`src/rtl/regfile_pkg.sv`:
```
// Shared types and default sizing for the multiport register file.
package regfile_pkg;

    localparam int DEFAULT_DATA_WIDTH = 32;
    localparam int DEFAULT_ADDR_WIDTH = 5;

    typedef enum logic {
        CLEAR = 1'b0,
        READY = 1'b1
    } state_t;

endpackage

```
`src/rtl/regfile_clear_sequencer.sv`:
```
// Control FSM that sweeps zeros through registers 1..NUM_REGS-1 after reset or a clear request.
module regfile_clear_sequencer
    import regfile_pkg::*;
#(
    parameter int ADDR_WIDTH = DEFAULT_ADDR_WIDTH
) (
    input  logic                  i_Clock,
    input  logic                  i_Reset_n,
    input  logic                  i_Clear,
    output logic                  o_SweepWe,
    output logic [ADDR_WIDTH-1:0] o_SweepIdx,
    output logic                  o_Ready
);

    localparam logic [ADDR_WIDTH-1:0] FIRST_IDX = ADDR_WIDTH'(1);
    localparam logic [ADDR_WIDTH-1:0] LAST_IDX  = '1;

    state_t                r_State;
    logic [ADDR_WIDTH-1:0] r_SweepIdx;
    logic                  r_Ready;

    // Index saturates at LAST_IDX when leaving CLEAR; a clear request inside CLEAR is ignored.
    always_ff @(posedge i_Clock) begin
        if (!i_Reset_n) begin
            r_State    <= CLEAR;
            r_SweepIdx <= FIRST_IDX;
            r_Ready    <= 1'b0;
        end else begin
            case (r_State)
                CLEAR: begin
                    if (r_SweepIdx == LAST_IDX) begin
                        r_State <= READY;
                        r_Ready <= 1'b1;
                    end else begin
                        r_SweepIdx <= r_SweepIdx + 1'b1;
                    end
                end
                READY: begin
                    if (i_Clear) begin
                        r_State    <= CLEAR;
                        r_SweepIdx <= FIRST_IDX;
                        r_Ready    <= 1'b0;
                    end
                end
            endcase
        end
    end

    assign o_SweepWe  = (r_State == CLEAR);
    assign o_SweepIdx = r_SweepIdx;
    assign o_Ready    = r_Ready;

endmodule

```
`src/rtl/multiport_register_file.sv`:
```
// Two-write, N-read register file with write-first bypass, hard-wired zero register and sweep clear.
module multiport_register_file
    import regfile_pkg::*;
#(
    parameter int DATA_WIDTH     = DEFAULT_DATA_WIDTH,
    parameter int ADDR_WIDTH     = DEFAULT_ADDR_WIDTH,
    parameter int NUM_READ_PORTS = 2
) (
    input  logic                                       i_Clock,
    input  logic                                       i_Reset_n,
    input  logic                                       i_WriteEnable0,
    input  logic                                       i_WriteEnable1,
    input  logic [ADDR_WIDTH-1:0]                      i_RegDest0,
    input  logic [ADDR_WIDTH-1:0]                      i_RegDest1,
    input  logic [DATA_WIDTH-1:0]                      i_DataIn0,
    input  logic [DATA_WIDTH-1:0]                      i_DataIn1,
    input  logic [NUM_READ_PORTS-1:0]                  i_ReadEnable,
    input  logic [NUM_READ_PORTS-1:0][ADDR_WIDTH-1:0]  i_RegSource,
    input  logic                                       i_Clear,
    output logic [NUM_READ_PORTS-1:0][DATA_WIDTH-1:0]  o_DataOut,
    output logic                                       o_Ready
);

    localparam int NUM_REGS = 2 ** ADDR_WIDTH;

    logic [DATA_WIDTH-1:0]                     r_Mem [1:NUM_REGS-1];
    logic [NUM_READ_PORTS-1:0][DATA_WIDTH-1:0] r_DataOut;
    logic [NUM_READ_PORTS-1:0][DATA_WIDTH-1:0] w_ReadData;
    logic                                      w_SweepWe;
    logic [ADDR_WIDTH-1:0]                     w_SweepIdx;
    logic                                      w_Ready;
    logic                                      w_Wr0;
    logic                                      w_Wr1;

    regfile_clear_sequencer #(
        .ADDR_WIDTH (ADDR_WIDTH)
    ) u_ClearSeq (
        .i_Clock    (i_Clock),
        .i_Reset_n  (i_Reset_n),
        .i_Clear    (i_Clear),
        .o_SweepWe  (w_SweepWe),
        .o_SweepIdx (w_SweepIdx),
        .o_Ready    (w_Ready)
    );

    assign w_Wr0 = w_Ready && i_WriteEnable0 && (i_RegDest0 != '0);
    assign w_Wr1 = w_Ready && i_WriteEnable1 && (i_RegDest1 != '0);

    // Port 1 is written last so it wins on an address collision.
    always_ff @(posedge i_Clock) begin
        if (i_Reset_n) begin
            if (w_SweepWe) begin
                r_Mem[w_SweepIdx] <= '0;
            end else begin
                if (w_Wr0) r_Mem[i_RegDest0] <= i_DataIn0;
                if (w_Wr1) r_Mem[i_RegDest1] <= i_DataIn1;
            end
        end
    end

    always_comb begin
        for (int p = 0; p < NUM_READ_PORTS; p++) begin
            w_ReadData[p] = '0;
            if (w_Ready && (i_RegSource[p] != '0)) begin
                if (w_Wr1 && (i_RegDest1 == i_RegSource[p])) begin
                    w_ReadData[p] = i_DataIn1;
                end else if (w_Wr0 && (i_RegDest0 == i_RegSource[p])) begin
                    w_ReadData[p] = i_DataIn0;
                end else begin
                    w_ReadData[p] = r_Mem[i_RegSource[p]];
                end
            end
        end
    end

    always_ff @(posedge i_Clock) begin
        if (!i_Reset_n) begin
            r_DataOut <= '0;
        end else begin
            for (int p = 0; p < NUM_READ_PORTS; p++) begin
                if (i_ReadEnable[p]) r_DataOut[p] <= w_ReadData[p];
            end
        end
    end

    assign o_DataOut = r_DataOut;
    assign o_Ready   = w_Ready;

endmodule

```
`config.mk`:
```
export PLATFORM = sky130hd
export DESIGN_NAME = multiport_register_file
export DESIGN_NICKNAME = d
export VERILOG_FILES = /design/src/rtl/regfile_pkg.sv /design/src/rtl/regfile_clear_sequencer.sv /design/src/rtl/multiport_register_file.sv
export SDC_FILE = /design/constraint.sdc
export NUM_CORES = 2
export LEC_CHECK = 0
export CORE_ASPECT_RATIO = 1.1
export CORE_MARGIN = 2
export CORE_UTILIZATION = 40
export CTS_BUF_LIST = sky130_fd_sc_hd__clkbuf_2 sky130_fd_sc_hd__clkbuf_4 sky130_fd_sc_hd__clkbuf_8
export CTS_CLUSTER_DIAMETER = 60
export CTS_CLUSTER_SIZE = 40
export DETAILED_ROUTE_END_ITERATION = 8
export GPL_TIMING_DRIVEN = 0
export SYNTH_ARGS = -nofsm -noshare
export SYNTH_HDL_FRONTEND = slang
export SYNTH_HIERARCHICAL = 1
export SYNTH_SLANG_ARGS = --single-unit
```
`constraint.sdc`:
```
create_clock -name i_Clock -period 7.1 [get_ports i_Clock]
set_input_delay 0.71 -clock i_Clock [delete_from_list [all_inputs] [get_ports i_Clock]]
set_output_delay 0.71 -clock i_Clock [all_outputs]
set_load 0.005 [all_outputs]
```
== Yosys cells after proc, flatten, opt, wreduce, memory -nomap -nowiden ==
Memories as Yosys holds them, arrays and structs flattened.
Index checks and enable logic that the tools add are counted.

* Memory bits (read-only): 0
* Bits of input ports: 91
* Memory bits (writable): 992
* Bits in latches: 0
* Flip-flop bits (word level): 71
* Memories kept: 1
* Output and inout port bits: 65

* Shift-type cells: 0
* $mul: 0
* Bitwise logic cells: 1
* Magnitude comparators: 0
* Div/mod/pow operators: 0
* Reduce and logical (&&, ||, !) cells: 17
* Equality and inequality tests: 8
* Add/sub/neg operators: 1
* Muxes and demuxes: 29

{| class="wikitable"
|+ Memories
! name !! words !! width !! read ports !! clocked after Yosys merged registers in !! wr ports !! RTL line !! text
|-
| r_Mem || 31 || 32 || 2 || 0 || 2 || multiport_register_file.sv:26 || <nowiki>logic [DATA_WIDTH-1:0] r_Mem [1:NUM_REGS-1];</nowiki>
|}

{| class="wikitable"
|+ Operator list
! cell !! count
|-
| $mux W32 || 7
|-
| $reduce_or A32 Y1 || 1
|-
| $eq A5 B5 Y1 || 4
|-
| $reduce_bool A5 Y1 || 4
|-
| $mux W1 || 16
|-
| $mux W5 || 3
|-
| $logic_and A1 B1 Y1 || 10
|-
| $pmux W5 S2 || 1
|-
| $ne A2 B2 Y1 const B || 3
|-
| $add A5 B1 Y5 const B || 1
|-
| $eq A5 B5 Y1 const B || 1
|-
| $pmux W1 S2 || 2
|-
| $reduce_and A2 Y1 || 2
|-
| $not A1 Y1 || 1
|}

== Longest topological paths before layout ==
* Depth after elaboration: 8
* Gate-level depth with buffers: 11
* Mapped depth without buffers: 7

== By module ==
The synthesis kept the hierarchy.

{| class="wikitable"
|+ By module, submodules not included
! module !! area each (sq um) !! sequential area each (sq um) !! cells each !! times used
|-
| multiport_register_file || 60,485.5 || 31,069.8 || 5,614 || 1
|-
| regfile_clear_sequencer || 349.1 || 140.1 || 39 || 1
|}

== Worst setup path after synthesis ==
OpenSTA, ideal clock, no wires.

* Kind: input port to flip-flop
* From: input port i_RegDest0[3]
* To: memory r_Mem[10][0] (netlist name) (enable)
* Stages: 7
* Library setup time: 0.433 ns
* Path slack: 2.667 ns
* Arrival: 4.000 ns
* Data required time: 6.667 ns
* Path through: buf_6 or4_4 o2111a_1 buf_6 mux2_4 a211o_4 o22ai_1

{| class="wikitable"
|+ RTL lines
! item !! RTL line !! text
|-
| from (decl) || multiport_register_file.sv:13 || <nowiki>input logic [ADDR_WIDTH-1:0] i_RegDest0,</nowiki>
|-
| to (decl) || multiport_register_file.sv:26 ||
|}

== Worst setup path after layout ==
* From: input port i_RegSource[0] (netlist name)
* To: register r_DataOut (netlist bit o_DataOut[30])

* Word-level cells in the longest chain between the ends: 5
* Elaborated cells on any way between the ends: 10
* Those cells by class: eq/ne: 2; mux: 3; reduce/logical: 4; memory: 1

{| class="wikitable"
|+ RTL lines
! item !! RTL line !! text
|-
| from (decl) || multiport_register_file.sv:18 || <nowiki>input logic [NUM_READ_PORTS-1:0][ADDR_WIDTH-1:0] i_RegSource,</nowiki>
|-
| branches (longest 4 deep; another with $mem_v2 Z31 W32) || - ||
|-
| $mux W32 (*) || multiport_register_file.sv:64 || <nowiki>if (w_Ready && (i_RegSource[p] != '0)) begin</nowiki>
|-
| to (signal, indexed assignment) || multiport_register_file.sv:81 || <nowiki>if (i_ReadEnable[p]) r_DataOut[p] <= w_ReadData[p];</nowiki>
|-
| to (decl) || multiport_register_file.sv:27 || <nowiki>logic [NUM_READ_PORTS-1:0][DATA_WIDTH-1:0] r_DataOut;</nowiki>
|}

Mark *: on every way between the ends.
A chain may end at the register's enable or synchronous reset.

==> results.toml <==
[route]
vias = 55681
firstDrtPassIters = 9
wirelength_met1_mm = 122
routed_via_density = 6.96
top_layer_used = "met5"
drc_errors = 0
drt_first_iter_violations = 10590
ant_nets = 0
wl_met2_mm = 145
wl_met3_mm = 50.9
routedWlPerCell_um = 43.6
routed_wirelength_mm = 349

[power_and_ir_drop]
power_frac_seq_pct = 51.4
p_int_mw = 9.03
switching_power_mw = 4.22
pwr-share-clk_pct = 36.7
p_sw_share_pct = 31.8
peakVddDrop_mv = 0.147
power_frac_comb_pct = 12.0
powerDensity_nw_per_um2 = 194
total_leakage_power_nw = 21.1
p_total_mw = 13.3

[placed_design]
dpl_cell_area_um2 = 65700
post-place-ws_ns = 1.36
io_buffers = 112
dpl.hpwl_mm = 268
place_inst = 7779
place_congestion = 1.09

[job]
drv_cap = 9

[sta]
setup_viol = 0
layout_setup_ws_ns = 1.77
period_share_pct = 75.0
finalMaxSlewViolations = 89
skew_ns = 0.0683
fin_crit_ns = 5.33
grt_setup_unrepaired = "no"
slew_headroom_pct = -11.5
timing_hold_violations_final = 0
fmax_ghz = 0.188
worst_pin_slew_ns = 1.67
totalNegativeSetupSlack_ns = 0

[setup_path]
r2r-end = "r_Mem[31][7]"
r2r_slack_ns = 2.29
worstReg2RegStart = "u_ClearSeq/o_Ready"
critPathKind = "primary input to register"
cp-end-kind = "register"
cp-start-kind = "primary input"
critPathArrivalTime_ns = 6.16
crit_fanout = 10
critPathRequiredTime_ns = 7.93
r2r_cells = 6

[grt]
track_usage_pct = 44.0
grt_pass1_wl_mm = 454
grt.overflow.total = 0
antenna_found_initial = 41
grt_max_degree = 26
grt_pass1_vias = 50533

[synth]
ys.flop_type = "edfxtp_1"
synth_area_um2 = 60800
netlist-cell-type-count = 77
ys_top_cells_by_area = "edfxtp_1 49%, mux4_2 11%, o21ai_0 8.5%"
synth-warning-count = 6
syn_avg_cell_area_um2 = 10.8
synth-edff-count = 992
ys_seq_area_share_pct = 51.3
synth_fp_nets = 5747
synth_top_area_share_pct = 49.0
yosys.area.top_type = "edfxtp_1"
ys_top_cells_by_count = "1248 x nand2_1, 1037 x o21ai_0, 992 x edfxtp_1"
synth_most_common_cell = "nand2_1"
synthArstFlopShare_pct = 0
synthCells = 5653
ys_ff_latch = 1063

[cts]
cts_resized = 0
clk_path_buf_depth = 3
cts_made_buffers = 104
clk_pin_slew_ns = 0.11
cts_tree = "yes"
clock_sinks = 1063
clock_latency_ns = 0.96
clockRootBuffer = "clkbuf_8"
post_cts_buffers = 0
cts_max_level = 3
cts_hold_buf = 0

[min_path]
hold_depth = 3
worstHoldPathType = "primary input to register"
min_to = "r_Mem[1][19]"
hp-start = "i_DataIn1[19]"

[floorplan]
start_util_pct = 40.2
core_area_um2 = 151000
fp.dieArea_um2 = 155000
die_x_um = 376
ioPinCount = 156
row_count = 150
die_y_um = 413

[final_layout]
design_area_um2 = 68400
area_growth_syn_to_layout_pct = 12.4
fin_cells = 8001
drive_gt1_share_pct = 13.3
fin_nets = 6004

[outcome]
violations = "capacitance limit, slew limit"
status = "finished with violations"
flip-flops by register name, indices dropped and copies added (netlist names):
register	cells
o_DataOut	64
u_ClearSeq/o_Ready	1
u_ClearSeq/r_State	1
u_ClearSeq/o_SweepIdx	5
r_Mem	992
cell families (layout without fill, tap and decap cells):
family	count (synthesis)	in the layout	synth area share, %
other	0	25	0
flip-flops	1063	1063	51.3
AO/OA/AOI/OAI	1604	1604	15.4
XOR/XNOR	20	20	0.288
buffers and inverters	688	1035	4.76
AND/OR/NAND/NOR	1616	1616	10.9
adder cells (fa/ha/maj)	3	3	0.0617
multiplexers	659	659	17.3
placed cells by master, fill, tap and decap left out, types with 30 or more instances in the layout:
| cell type | count |
|---|---|
| nand4_1 | 33 |
| dfxtp_1 | 71 |
| clkbuf_2 | 44 |
| buf_2 | 79 |
| o221ai_1 | 44 |
| nor2b_1 | 30 |
| nand2_1 | 1248 |
| clkdlybuf4s50_1 | 112 |
| o22ai_4 | 31 |
| clkbuf_8 | 106 |
| nor2_1 | 136 |
| o22ai_1 | 73 |
| a21oi_1 | 81 |
| nand3_1 | 53 |
| a211oi_1 | 108 |
| a22oi_1 | 59 |
| mux4_2 | 310 |
| nand2b_1 | 43 |
| mux2i_1 | 319 |
| edfxtp_1 | 992 |
| o21ai_0 | 1037 |
| buf_4 | 37 |
| buf_12 | 32 |
| clkbuf_1 | 497 |
cell type report:
cell class                      instances  area (um^2)
Clock buffer                          109         1480
Clock inverter                         87         1130
Inverter                               11         41.3
Multi-Input combinational cell       3902        27100
Sequential cell                      1063        31200
Buffer                                677         2900
Antenna cell                           25         62.6
Tap cell                             1976         2470
Timing Repair Buffer                  151         1930
Fill cell                           14196        83100
how the worst max path moves through the flow:
stage,from,end,slack [ns]
2_1_floorplan,i_RegDest0[3],r_Mem[10][0],2.67
3_3_place_gp,i_Reset_n,r_Mem[27][12],-0.82
3_5_place_dp,i_RegSource[0],o_DataOut[30],1.36
4_1_cts,i_RegSource[0],o_DataOut[30],2.31
5_1_grt,u_ClearSeq/r_State,r_Mem[31][10],2.18
6_report,i_RegSource[0],o_DataOut[30],1.77
critical path, cell delays in order:
cell and delay, ns:
clkdlybuf4s50_1 0.57, buf_4 0.36, nor2b_1 0.17, clkbuf_1 1.06
clkbuf_2 0.84, clkbuf_1 1.18, nand2_1 0.10, a31oi_1 0.60
nand4_1 0.30, o211a_1 0.21
power by group through the flow:
stage / clock (mW) / combinational (mW) / sequential [mW]
after floorplan: 0 / 0.682 / 6.94
after global placement: 0 / 1.44 / 6.95
after detailed placement: 0 / 1.47 / 6.95
after CTS: 4.79 / 1.47 / 6.81
after global routing: 4.99 / 1.54 / 6.81
final: 4.86 / 1.59 / 6.81
through the flow:
step           util (%)  hold WS [ns]
5_1_grt            45.1         0.245
3_3_place_gp       42.5         0.513
4_1_cts            45.1         0.170
6_report           45.1         0.219
2_1_floorplan         -         0.477
3_5_place_dp       43.4         0.508
routing by layer:
layer / GRT usage [%] / vias to the layer above
met2: 63.4 / 4993
met5: 0 / -
li1: - / 21706
met3: 16.2 / 1103
met4: 31.9 / 20
met1: 54.1 / 27859
Note: power is estimated with default switching activity, not from simulation.
